===== src/rtl/midi_voice_alloc.sv =====
// Note-to-voice allocator for the 8-channel interrupter tone generator bank.
// Optional oldest-voice stealing is enabled by defining VOICE_STEAL_EN.
module midi_voice_alloc #(
    parameter int NUM_VOICES = 8,
    parameter int PERIOD_W   = 32,
    parameter int NOTE_W     = 7
) (
    input  logic                           CLOCK_50,
    input  logic                           RESET,
    input  logic                           evt_valid,
    output logic                           evt_ready,
    input  logic                           evt_on,
    input  logic [NOTE_W-1:0]              evt_note,
    input  logic [PERIOD_W-1:0]            evt_period,
    input  logic                           panic,
    output logic [NUM_VOICES*PERIOD_W-1:0] voice_lim,
    output logic [NUM_VOICES-1:0]          voice_active,
    output logic [NUM_VOICES*NOTE_W-1:0]   voice_note,
    output logic                           alloc_pulse,
    output logic [2:0]                     alloc_idx,
    output logic                           drop_pulse
);

    localparam int IW = (NUM_VOICES > 1) ? $clog2(NUM_VOICES) : 1;
    localparam logic [IW-1:0] LAST = IW'(NUM_VOICES - 1);

    typedef enum logic [1:0] {
        S_IDLE,
        S_SCAN,
        S_COMMIT
    } state_t;

    state_t r_state;
    state_t w_next;

    logic [PERIOD_W-1:0] r_lim    [NUM_VOICES];
    logic [NOTE_W-1:0]   r_vnote  [NUM_VOICES];
    logic [IW-1:0]       r_age    [NUM_VOICES];
    logic [NUM_VOICES-1:0] r_active;

    logic                r_on;
    logic [NOTE_W-1:0]   r_note;
    logic [PERIOD_W-1:0] r_period;
    logic [IW-1:0]       r_idx;

    logic                r_m_vld;
    logic [IW-1:0]       r_m_idx;
    logic                r_f_vld;
    logic [IW-1:0]       r_f_idx;
`ifdef VOICE_STEAL_EN
    logic [IW-1:0]       r_o_idx;
    logic [IW-1:0]       r_o_age;
`endif

    logic                r_alloc_pulse;
    logic [2:0]          r_alloc_idx;
    logic                r_drop_pulse;

    logic                w_accept;
    logic                w_cur_act;
    logic [NOTE_W-1:0]   w_cur_note;
    logic [IW-1:0]       w_cur_age;
    logic                w_on_eff;
    logic                w_wr_en;
    logic                w_new;
    logic                w_clr;
    logic                w_drop;
    logic [IW-1:0]       w_wr_idx;

    // Flatten per-voice registers onto the packed output buses
    for (genvar v = 0; v < NUM_VOICES; v++) begin : g_out
        assign voice_lim[v*PERIOD_W +: PERIOD_W] = r_lim[v];
        assign voice_note[v*NOTE_W +: NOTE_W]    = r_vnote[v];
    end

    assign voice_active = r_active;
    assign alloc_pulse  = r_alloc_pulse;
    assign alloc_idx    = r_alloc_idx;
    assign drop_pulse   = r_drop_pulse;

    assign w_accept   = evt_valid & evt_ready;
    assign w_cur_act  = r_active[r_idx];
    assign w_cur_note = r_vnote[r_idx];
    assign w_cur_age  = r_age[r_idx];
    assign w_on_eff   = r_on & (r_period != '0);

    // FSM state register; panic forces IDLE
    always_ff @(posedge CLOCK_50) begin
        if (RESET || panic) begin
            r_state <= S_IDLE;
        end else begin
            r_state <= w_next;
        end
    end

    // FSM next-state logic
    always_comb begin
        w_next = r_state;
        case (r_state)
            S_IDLE:   if (w_accept) w_next = S_SCAN;
            S_SCAN:   if (r_idx == LAST) w_next = S_COMMIT;
            S_COMMIT: w_next = S_IDLE;
            default:  w_next = S_IDLE;
        endcase
    end

    // FSM outputs: accept only when idle and not panicking
    always_comb begin
        evt_ready = (r_state == S_IDLE) & ~panic;
    end

    // Commit decision from the scan trackers
    always_comb begin
        w_wr_en  = 1'b0;
        w_new    = 1'b0;
        w_clr    = 1'b0;
        w_drop   = 1'b0;
        w_wr_idx = '0;
        if (r_state == S_COMMIT) begin
            if (w_on_eff) begin
                if (r_m_vld) begin
                    w_wr_en  = 1'b1;
                    w_wr_idx = r_m_idx;
                end else if (r_f_vld) begin
                    w_wr_en  = 1'b1;
                    w_new    = 1'b1;
                    w_wr_idx = r_f_idx;
                end else begin
`ifdef VOICE_STEAL_EN
                    w_wr_en  = 1'b1;
                    w_new    = 1'b1;
                    w_wr_idx = r_o_idx;
`else
                    w_drop   = 1'b1;
`endif
                end
            end else if (r_m_vld) begin
                w_clr    = 1'b1;
                w_wr_idx = r_m_idx;
            end
        end
    end

    // Event latch, scan trackers, voice table and strobes
    always_ff @(posedge CLOCK_50) begin
        if (RESET) begin
            for (int v = 0; v < NUM_VOICES; v++) begin
                r_lim[v]   <= '0;
                r_vnote[v] <= '0;
                r_age[v]   <= '0;
            end
            r_active      <= '0;
            r_on          <= 1'b0;
            r_note        <= '0;
            r_period      <= '0;
            r_idx         <= '0;
            r_m_vld       <= 1'b0;
            r_m_idx       <= '0;
            r_f_vld       <= 1'b0;
            r_f_idx       <= '0;
`ifdef VOICE_STEAL_EN
            r_o_idx       <= '0;
            r_o_age       <= '0;
`endif
            r_alloc_pulse <= 1'b0;
            r_alloc_idx   <= '0;
            r_drop_pulse  <= 1'b0;
        end else if (panic) begin
            for (int v = 0; v < NUM_VOICES; v++) begin
                r_lim[v] <= '0;
                r_age[v] <= '0;
            end
            r_active      <= '0;
            r_idx         <= '0;
            r_alloc_pulse <= 1'b0;
            r_drop_pulse  <= 1'b0;
        end else begin
            r_alloc_pulse <= 1'b0;
            r_drop_pulse  <= 1'b0;

            if (r_state == S_IDLE && w_accept) begin
                r_on     <= evt_on;
                r_note   <= evt_note;
                r_period <= evt_period;
                r_idx    <= '0;
                r_m_vld  <= 1'b0;
                r_m_idx  <= '0;
                r_f_vld  <= 1'b0;
                r_f_idx  <= '0;
`ifdef VOICE_STEAL_EN
                r_o_idx  <= '0;
                r_o_age  <= '0;
`endif
            end

            if (r_state == S_SCAN) begin
                if (!r_m_vld && w_cur_act && w_cur_note == r_note) begin
                    r_m_vld <= 1'b1;
                    r_m_idx <= r_idx;
                end
                if (!r_f_vld && !w_cur_act) begin
                    r_f_vld <= 1'b1;
                    r_f_idx <= r_idx;
                end
`ifdef VOICE_STEAL_EN
                if (w_cur_age > r_o_age) begin
                    r_o_age <= w_cur_age;
                    r_o_idx <= r_idx;
                end
`endif
                r_idx <= IW'(r_idx + 1'b1);
            end

            if (w_wr_en) begin
                r_lim[w_wr_idx] <= r_period;
                r_alloc_pulse   <= 1'b1;
                r_alloc_idx     <= 3'(w_wr_idx);
                if (w_new) begin
                    r_active[w_wr_idx] <= 1'b1;
                    r_vnote[w_wr_idx]  <= r_note;
                    for (int v = 0; v < NUM_VOICES; v++) begin
                        if (IW'(v) == w_wr_idx) begin
                            r_age[v] <= '0;
                        end else if (r_active[v] && r_age[v] != LAST) begin
                            r_age[v] <= IW'(r_age[v] + 1'b1);
                        end
                    end
                end
            end

            if (w_clr) begin
                r_active[w_wr_idx] <= 1'b0;
                r_lim[w_wr_idx]    <= '0;
                r_age[w_wr_idx]    <= '0;
            end

            if (w_drop) begin
                r_drop_pulse <= 1'b1;
            end
        end
    end

endmodule


===== config.mk =====
export PLATFORM = sky130hd
export DESIGN_NAME = midi_voice_alloc
export DESIGN_NICKNAME = d
export VERILOG_FILES = /design/src/rtl/midi_voice_alloc.sv
export SDC_FILE = /design/constraint.sdc
export NUM_CORES = 1
export LEC_CHECK = 0
export BUFFER_PORTS_ARGS = -buffer_cell sky130_fd_sc_hd__clkbuf_2
export CORE_UTILIZATION = 57
export DETAILED_ROUTE_END_ITERATION = 16
export PLACE_DENSITY = 0.85
export SKIP_CTS_REPAIR_TIMING = 1
export SLEW_MARGIN = 20
export SYNTH_ARGS = -nofsm -noshare
export SYNTH_HDL_FRONTEND = slang
export SYNTH_SLANG_ARGS = --single-unit

===== constraint.sdc =====
create_clock -name CLOCK_50 -period 6.16 [get_ports CLOCK_50]
set_input_delay 1.232 -clock CLOCK_50 [delete_from_list [all_inputs] [get_ports CLOCK_50]]
set_output_delay 1.232 -clock CLOCK_50 [all_outputs]
set_load 0.01 [all_outputs]

==> metrics.yaml <==
run_status:
  outcome: "completed"
global_routing:
  grt_start_max_net_pins: 61
  grt_pass1_wl_mm: 63.1
  antenna_found_initial: 1
  grt-ovfl-total: 0
  grt_use_total_pct: 33.1
  grt_pass1_vias: 10200
critical_path:
  required_ps: 6300
  critical_path.max_fanout: 33
  crit_buf_inv: 0
  path_cells: "nor4_1 -> nand4_1 -> o211ai_2 -> o21a_1 -> nand3_2 -> nand2_2"
  critPathMaxStageDelay_ps: 970
  setup.worst_path.end_class: "register"
  cp_data_arrival_time_ps: 4280
  crit_family: "simple AND/OR/NAND/NOR gates"
  start_kind: "register"
  worst_path_max_delay_cell: "nand2_2"
  critPathKind: "register to register"
floorplanning:
  rows: 57
  die_w_microns: 161
  dieArea_sq_um: 25900
  start_util_pct: 58.6
  coreArea_sq_um: 24500
  dieHeight_microns: 161
  io_pins: 370
cts:
  htreeDepth: 2
  cts_tree: "done"
  cts_buffers: 38
  clock_path_buffers: 3
  cts.sinks: 381
  clk_latency_ps: 530
  root_buffer: "clkbuf_16"
  clkSlewWorstSetupHoldPaths_ps: 60
synthesis:
  synth_area_leaders: "edfxtp_1 (65%), dfxtp_1 (9.6%), nor2_1 (7.1%)"
  syn_inst: 1101
  synthDistinctLibCells: 43
  syn_avg_cell_area_sq_um: 13.1
  synthArstFlopShare_pct: 0
  netlist.area_leader.share_pct: 65.1
  yosysWarnings: 0
  syn-cell-area_sq_um: 14400
  seq_area_frac_synth_pct: 74.7
  ys_seq_elements: 381
  synth_ff_type: "edfxtp_1"
  yosys.area.top_type: "edfxtp_1"
  synth-edff-count: 312
  syn_nets: 1147
sta:
  max-slew-margin-rel_pct: 29.1
  timing.fmax_ghz: 0.242
  period_share_pct: 67.1
  finalHoldViolCount: 0
  holdWs_ps: 472
  timing.final.crit_period_ps: 4130
  tightest_slew_ps: 1050
  finClkSkew_ps: 21.0
  tns_ps: 0
  rsz0062_at_grt: "false"
  setup_violations: 0
  slew_viol_final: 0
route:
  viasPerCell: 5.95
  ant_nets: 0
  first_pass_iters: 6
  drt_iter0_drc: 1412
  route.vias.total: 10800
  drc: 0
  routedWlPerCell_microns: 24.1
  finalWirelength_mm: 43.8
power_and_ir_drop:
  leakage_nw: 7.06
  p_per_area_nw_per_um2: 312
  peakVddDrop_v: 0.000318
flow_run:
  cap_violations: 0
placement:
  portBuffers: 369
  gp_congestion: 0.900
  place_inst: 1747
  dp_hpwl_mm: 29.3
final_layout:
  drive_gt1_share_pct: 32.1
  fin_nets: 1509
  fin_cells: 1816
  syn_to_final_growth_pct: 23.4
worst_hold_path:
  hold_class: "register to register"
## layer usage
| layer | vias to the layer above | part of all wire (%) | global-route usage (%) |
|---|---|---|---|
| li1 | 4592 | - | - |
| met1 | 5238 | 35 | 41.0 |
| met2 | 843 | 50 | 57.0 |
| met3 | 135 | 9.9 | 6.02 |
| met4 | 0 | 4.5 | 14.9 |
| met5 | - | 0 | 0 |
## power by group
group / internal (W) / total, W / switching (W)
combinational: 0.000105 / 0.000335 / 0.000230
sequential: 0.00289 / 0.00296 / 0.0000689
clock: 0.00128 / 0.00224 / 0.000963
## registers in the layout, indices dropped and copies added (netlist names), named ones only
signal / cells
r_m_idx: 3
r_period: 32
r_state: 2
r_vnote: 56
r_on: 1
r_note: 7
drop_pulse: 1
r_lim: 256
alloc_pulse: 1
voice_active: 8
r_f_vld: 1
r_m_vld: 1
r_f_idx: 3
r_idx: 3
alloc_idx: 3
## tightest hold or removal path: cells and delay by family (launching register included)
kind / cells / cell delay [ps]
flip-flops: 1 / 320
AND/OR/NAND/NOR: 1 / 50
AO/OA/AOI/OAI: 1 / 50
## worst paths after layout
kind                            cells after the start         start      endpoint  slack [ps]
worst max-delay path                                6  r_period[16]  r_lim[1][29]        2030
worst min-delay path                                2  r_period[29]  r_period[29]         470
worst max register to register                      6  r_period[16]  r_lim[1][29]        2030
worst min register to register                      2  r_period[29]  r_period[29]         470
## cells by family after synthesis
kind of cell | share of synthesized area, %
adder cells (fa/ha/maj) | 0.174
multiplexers | 3.06
XOR/XNOR | 0.426
AND/OR/NAND/NOR | 16.1
flip-flops | 74.7
buffers and inverters | 1.79
AO/OA/AOI/OAI | 3.70
## layout make-up
| class | instances | area, sq um |
|---|---|---|
| Sequential cell | 381 | 10800 |
| Fill cell | 1593 | 6780 |
| Multi-Input combinational cell | 653 | 3420 |
| Timing Repair Buffer | 384 | 1960 |
| Clock buffer | 53 | 1050 |
| Tap cell | 324 | 405 |
| Clock inverter | 15 | 145 |
| Inverter | 5 | 18.8 |
| Antenna cell | 1 | 2.50 |
## cell usage in the layout (no fill, tap or decap), types with 4 or more instances in the layout
master	instances
mux2i_1	8
and3_1	12
nor3_1	6
nand2_2	6
clkinv_2	4
xor2_1	7
a22oi_1	5
clkbuf_8	4
clkinv_1	4
edfxtp_1	312
dfxtp_1	69
clkbuf_1	11
a211oi_1	4
o21ai_0	4
clkbuf_16	38
clkbuf_2	369
and2_1	56
a2bb2oi_1	4
o211ai_1	4
inv_1	4
mux4_2	16
buf_4	15
or2_2	9
nand4_1	6
nand3_1	8
a21oi_1	51
o21a_1	4
nor4_1	11
nor2_1	273
nand2_1	128
## metrics by stage
step / total power (W) / util, % / setup slack, ps / instance area (sq um)
finish: 0.00554 / 72.4 / 2030 / 17800
CTS: 0.00553 / 72.3 / 2020 / 17700
global placement: 0.00333 / 67.4 / 1720 / 16500
global route: 0.00565 / 72.4 / 1790 / 17800
floorplan: 0.00315 / - / 2210 / 14400
detailed placement: 0.00334 / 67.5 / 1650 / 16500
## cell usage after synthesis, types with 2 or more instances
library cell	n
edfxtp_1	312
nor2_1	273
nand2_1	134
dfxtp_1	69
and2_1	57
clkbuf_1	52
a21oi_1	51
mux4_2	16
nor4_1	13
and3_1	12
nand3_1	11
or2_2	9
mux2i_1	8
buf_1	7
xor2_1	7
nand4_1	6
nor3_1	6
a22oi_1	5
a211oi_1	4
a2bb2oi_1	4
inv_1	4
o211ai_1	4
o21a_1	4
o21ai_0	4
a31oi_1	3
nand2b_1	3
nand4b_1	3
and4_1	2
buf_2	2
ha_1	2
o21ai_1	2
No activity file was read; power rests on OpenSTA's default activity.
